`config.mk`:
```
export PLATFORM = sky130hd
export DESIGN_NAME = im_loader
export DESIGN_NICKNAME = d
export VERILOG_FILES = /design/src/rtl/im_loader_pkg.sv /design/src/rtl/im_loader_timer.sv /design/src/rtl/im_loader.sv
export SDC_FILE = /design/constraint.sdc
export NUM_CORES = 1
export LEC_CHECK = 0
export ABC_AREA = 0
export BUFFER_PORTS_ARGS = -buffer_cell sky130_fd_sc_hd__buf_2
export CAP_MARGIN = 40
export CORE_ASPECT_RATIO = 1.4
export CORE_MARGIN = 8
export CORE_UTILIZATION = 40
export CTS_CLUSTER_SIZE = 10
export DETAILED_ROUTE_END_ITERATION = 10
export SYNTH_ARGS = -nofsm -noshare
export SYNTH_HDL_FRONTEND = slang
export SYNTH_SLANG_ARGS = --single-unit
```
`constraint.sdc`:
```
create_clock -name clk -period 2.8 [get_ports clk]
set_input_delay 0.7 -clock clk [delete_from_list [all_inputs] [get_ports clk]]
set_output_delay 0.7 -clock clk [all_outputs]
set_load 0.01 [all_outputs]
```
`src/rtl/im_loader_pkg.sv`:
```
// Shared types and constants for the boot-time instruction-memory loader.
// Word/address widths match the core's instruction memory.
package im_loader_pkg;

    localparam int unsigned IW_WIDTH = 16;
    localparam int unsigned IA_WIDTH = 8;

    localparam logic [IA_WIDTH-1:0] DEFAULT_LOAD_BASE      = 8'h00;
    localparam int unsigned         DEFAULT_TIMEOUT_CYCLES = 1024;

    typedef enum logic [2:0] {
        S_LEN,
        S_HI,
        S_LO,
        S_WR,
        S_CSUM,
        S_DONE,
        S_ERR
    } state_e;

endpackage

```
`src/rtl/im_loader_timer.sv`:
```
// Mid-frame idle timer: counts enabled cycles without a clear and flags the
// cycle on which the last permitted idle cycle would be exceeded.
module im_loader_timer #(
    parameter int unsigned TIMEOUT_CYCLES = 1024
) (
    input  logic clk,
    input  logic rst,
    input  logic enable,
    input  logic clear,
    output logic expired
);

    localparam int unsigned    CW   = $clog2(TIMEOUT_CYCLES);
    localparam logic [CW-1:0]  LAST = CW'(TIMEOUT_CYCLES - 1);

    logic [CW-1:0] count_q, count_d;

    always_comb begin
        count_d = '0;
        if (enable && !clear) begin
            count_d = count_q + CW'(1);
        end
    end

    always_ff @(posedge clk) begin
        if (rst) begin
            count_q <= '0;
        end else begin
            count_q <= count_d;
        end
    end

    // An accept in the same cycle always beats expiry.
    assign expired = enable && !clear && (count_q == LAST);

endmodule

```
`src/rtl/im_loader.sv`:
```
// Boot loader: assembles big-endian words from a framed byte stream, writes them
// into instruction memory and releases the core once the checksum verifies.
module im_loader
    import im_loader_pkg::*;
#(
    parameter logic [IA_WIDTH-1:0] LOAD_BASE      = DEFAULT_LOAD_BASE,
    parameter int unsigned         TIMEOUT_CYCLES = DEFAULT_TIMEOUT_CYCLES
) (
    input  logic                clk,
    input  logic                rst,
    input  logic                in_valid,
    input  logic [7:0]          in_byte,
    output logic                in_ready,
    output logic                im_we,
    output logic [IA_WIDTH-1:0] im_addr,
    output logic [IW_WIDTH-1:0] im_wdata,
    output logic                core_rst,
    output logic                done,
    output logic                error
);

    state_e state_q, state_d;

    logic [7:0]          remaining_q;
    logic [IA_WIDTH-1:0] addr_q;
    logic [7:0]          hi_q;
    logic [7:0]          csum_q;
    logic                accept;
    logic                timeout;
    logic                timer_en;

    assign accept   = in_valid && in_ready;
    assign timer_en = (state_q == S_HI) || (state_q == S_LO) || (state_q == S_CSUM);

    im_loader_timer #(
        .TIMEOUT_CYCLES(TIMEOUT_CYCLES)
    ) u_timer (
        .clk    (clk),
        .rst    (rst),
        .enable (timer_en),
        .clear  (accept),
        .expired(timeout)
    );

    always_ff @(posedge clk) begin
        if (rst) begin
            state_q <= S_LEN;
        end else begin
            state_q <= state_d;
        end
    end

    always_comb begin
        state_d = state_q;
        unique case (state_q)
            S_LEN:   if (accept) state_d = S_HI;
            S_HI:    if (accept) state_d = S_LO; else if (timeout) state_d = S_ERR;
            S_LO:    if (accept) state_d = S_WR; else if (timeout) state_d = S_ERR;
            S_WR:    state_d = (remaining_q == 8'd0) ? S_CSUM : S_HI;
            S_CSUM: begin
                if (accept) begin
                    state_d = (in_byte == csum_q) ? S_DONE : S_ERR;
                end else if (timeout) begin
                    state_d = S_ERR;
                end
            end
            S_DONE:  state_d = S_DONE;
            S_ERR:   state_d = S_ERR;
            default: state_d = S_LEN;
        endcase
    end

    always_comb begin
        in_ready = (state_q == S_LEN) || (state_q == S_HI) ||
                   (state_q == S_LO)  || (state_q == S_CSUM);
        im_we    = (state_q == S_WR);
        done     = (state_q == S_DONE);
        error    = (state_q == S_ERR);
        core_rst = (state_q != S_DONE);
    end

    // A length byte of zero wraps to 8'hFF remaining, i.e. 256 words.
    always_ff @(posedge clk) begin
        if (rst) begin
            remaining_q <= 8'd0;
            addr_q      <= '0;
            hi_q        <= 8'd0;
            csum_q      <= 8'd0;
            im_addr     <= '0;
            im_wdata    <= '0;
        end else begin
            unique case (state_q)
                S_LEN: begin
                    if (accept) begin
                        remaining_q <= in_byte - 8'd1;
                        addr_q      <= LOAD_BASE;
                        csum_q      <= in_byte;
                    end
                end
                S_HI: begin
                    if (accept) begin
                        hi_q   <= in_byte;
                        csum_q <= csum_q ^ in_byte;
                    end
                end
                S_LO: begin
                    if (accept) begin
                        im_wdata <= {hi_q, in_byte};
                        im_addr  <= addr_q;
                        csum_q   <= csum_q ^ in_byte;
                    end
                end
                S_WR: begin
                    addr_q <= addr_q + 8'd1;
                    if (remaining_q != 8'd0) begin
                        remaining_q <= remaining_q - 8'd1;
                    end
                end
                default: ;
            endcase
        end
    end

endmodule

```
==> results_dict.tcl <==
set metrics [dict create \
    place_hpwl_mm 5.45 \
    syn_area_um2 3280 \
    core_area_um2 8050 \
    num_rows 39 \
    wirelength_mm 8.00 \
    reg2reg_depth 9 \
    cts-root-to-sink-buffers 2 \
    crit_fanout 4 \
    worstSetupPathType "reg -> reg" \
    rsz0062_at_grt "no" \
    status "complete, no violations" \
    gp_congestion 0.785 \
    hold_class "reg -> reg" \
    vias 2863 \
    min_from "im_addr[3]" \
    max_freq_mhz 432 \
    io_pins 40 \
    tightest_slew_ns 0.777 \
    relSlewSlack 0.478 \
    worstSkewPairLatency_ns 0.33 \
    drive_above_1_share 0.179 \
    required_ns 3.02 \
    period_needed_ns 2.32 \
    syn_inst 403 \
    ir_worst_vdd_mv 0.390 \
    die_w_um 92.5 \
    tns_ns 0 \
    drt-wirelength-per-cell_um 14.7 \
    final-hold-violation-count 0 \
    die-height_um 123 \
    startpoint_type "register" \
    die-area_um2 11400 \
    final_common_cell "nand2_1" \
    synth_area_per_cell_um2 8.13 \
    ys_warn_count 0 \
    syn-num-nets 417 \
    insertedDiodeCount 0 \
    total_leakage_power_uw 0.00148 \
    cts_num_sinks 69 \
    hold_end "im_addr[3]" \
    hold_buffers 0 \
    firstDrtPassIters 4 \
    placed_cell_area_um2 3560 \
    clk_pin_slew_ns 0.06 \
    grt_first_pass_wirelength_mm 13.4 \
    initial_core_util 0.407 \
    final_cell_mix "nand2_1 (75), dfxtp_1 (69), nor2_1 (50)" \
    setup_viol 0 \
    seq_area_frac_synth 0.422 \
    nNetsFinal 451 \
    drt_iter0_markers 124 \
    cts_tree "built" \
    grt.total_usage 0.145 \
    p_per_area_nw_per_um2 645 \
    htreeDepth 3 \
    r2r_setup_slack_ns 0.48 \
    cp-end-kind "register" \
    rr_startpoint "state_q[0]" \
    cts-root-buf "clkbuf_16" \
    drv_slew 0 \
    drc_errors 0 \
    ys_types 50 \
    gr-total-overflow 0 \
    synth-seq-cells 69 \
    finalPower_uw 2500 \
    grt_pass1_vias 2837 \
    cts_made_buffers 9 \
    area_growth_pct 18.5 \
    max-cap-violations 0 \
    fin_area_um2 3880 \
    timing.hold.worst_path_depth 2 \
    vias_per_cell 5.26 \
    crit_arrival_ns 2.54 \
    grt_max_degree 55 \
    antenna_found_initial 0 \
    portBuffers 39 \
    rr_endpoint "remaining_q[4]" \
    finalClockSkew_ns 0.00326 \
    fin_crit_sh 0.827 \
    post_cts_buffers 0 \
    cts-resized-gates 0 \
    postRouteAntennaNets 0 \
]
## cell type report
cell class	count	area, um^2
clock buffers	9	225
clock inverters	7	98.8
flip-flops and latches	69	1380
fillers	802	4170
multi-input cells	300	1740
inverters	7	28.8
well taps	102	128
repair buffers	50	278
## worst max-delay path: stages, from the launching register on
cell and delay, ns:
dfxtp_1 0.37, nand3b_4 0.10, inv_2 0.09, mux2i_1 0.24, ha_1 0.24, inv_1 0.10, or4_1 0.50, o41a_1 0.15
a31o_2 0.25, o21a_1 0.16
## cells in the mapped netlist (all sizes together)
cell type,instances,share of area
nor3,11,0.017
or4,2,0.0057
a31oi,3,0.0057
buf,10,0.018
nand2b,3,0.0057
a31o,1,0.0027
and4,2,0.0053
or3,1,0.0019
o2111ai,1,0.0027
mux2,2,0.0069
dfxtp,69,0.42
nor2b,1,0.0019
nand4b,1,0.0027
o21ai,9,0.014
o41a,1,0.0034
ha,3,0.011
o32ai,1,0.0027
a22oi,3,0.0069
a21oi,39,0.061
and3,5,0.0095
or2,1,0.0019
nor4,4,0.012
nand3b,3,0.011
a311o,1,0.0031
nand4,7,0.013
mux2i,13,0.040
xnor2,19,0.051
nor4b,2,0.015
o21a,2,0.0046
a211oi,5,0.013
a21o,2,0.0046
clkbuf,17,0.019
nand3,16,0.024
nor3b,1,0.0023
o41ai,1,0.0027
a221o,1,0.0031
nand2,75,0.086
xor2,8,0.021
nor2,50,0.057
inv,7,0.0088
## where the power goes
group	internal [uW]	switching, uW
Combinational	96.4	147
Clock	783	439
Sequential	1010	26.4
## cells by family (layout without fill, tap and decap cells)
logic type                 count (synthesis)  count (layout)  share of synthesized area
AOI/OAI and AO/OA                         70              70                      0.129
xor gates and xnor gates                  27              27                     0.0722
adders and majority gates                  3               3                     0.0115
buffers and inverters                     34              73                     0.0462
DFF                                       69              69                      0.422
muxes                                     15              15                     0.0466
and+or+nand+nor                          185             185                      0.272
## flip-flops by register name, indices dropped and copies added, names as in the netlist
name             flops
im_wdata            16
remaining_q          8
hi_q                 8
state_q              3
im_addr              8
addr_q               8
csum_q               8
u_timer.count_q     10
## per-stage QoR
stage	std cells	utilization	worst slack [ns]	hold slack [ns]
after floorplan	403	-	0.0595	0.431
after global placement	528	0.442	0.304	0.439
after detailed placement	528	0.442	0.248	0.445
after CTS	544	0.482	0.485	0.453
after global routing	544	0.482	0.347	0.473
final	544	0.482	0.484	0.449
## per-layer routing
layer  part of all wire  global-route usage  vias up
li1                   -                   -     1443
met1               0.44               0.164     1353
met2               0.51               0.256       53
met3              0.034              0.0346       14
met4              0.020              0.0597        0
met5                  0                   0        -
## worst max-delay path by stage
stage / endpoint / cells past startpoint / startpoint / slack (ns)
floorplan: remaining_q[4] / 11 / state_q[2] / 0.06
global placement: remaining_q[4] / 8 / in_byte[0] / 0.30
detailed placement: remaining_q[4] / 8 / in_byte[0] / 0.25
CTS: remaining_q[4] / 9 / state_q[0] / 0.49
global route: remaining_q[4] / 9 / state_q[1] / 0.35
finish: remaining_q[4] / 9 / state_q[0] / 0.48
No activity file was read; power rests on OpenSTA's default activity.
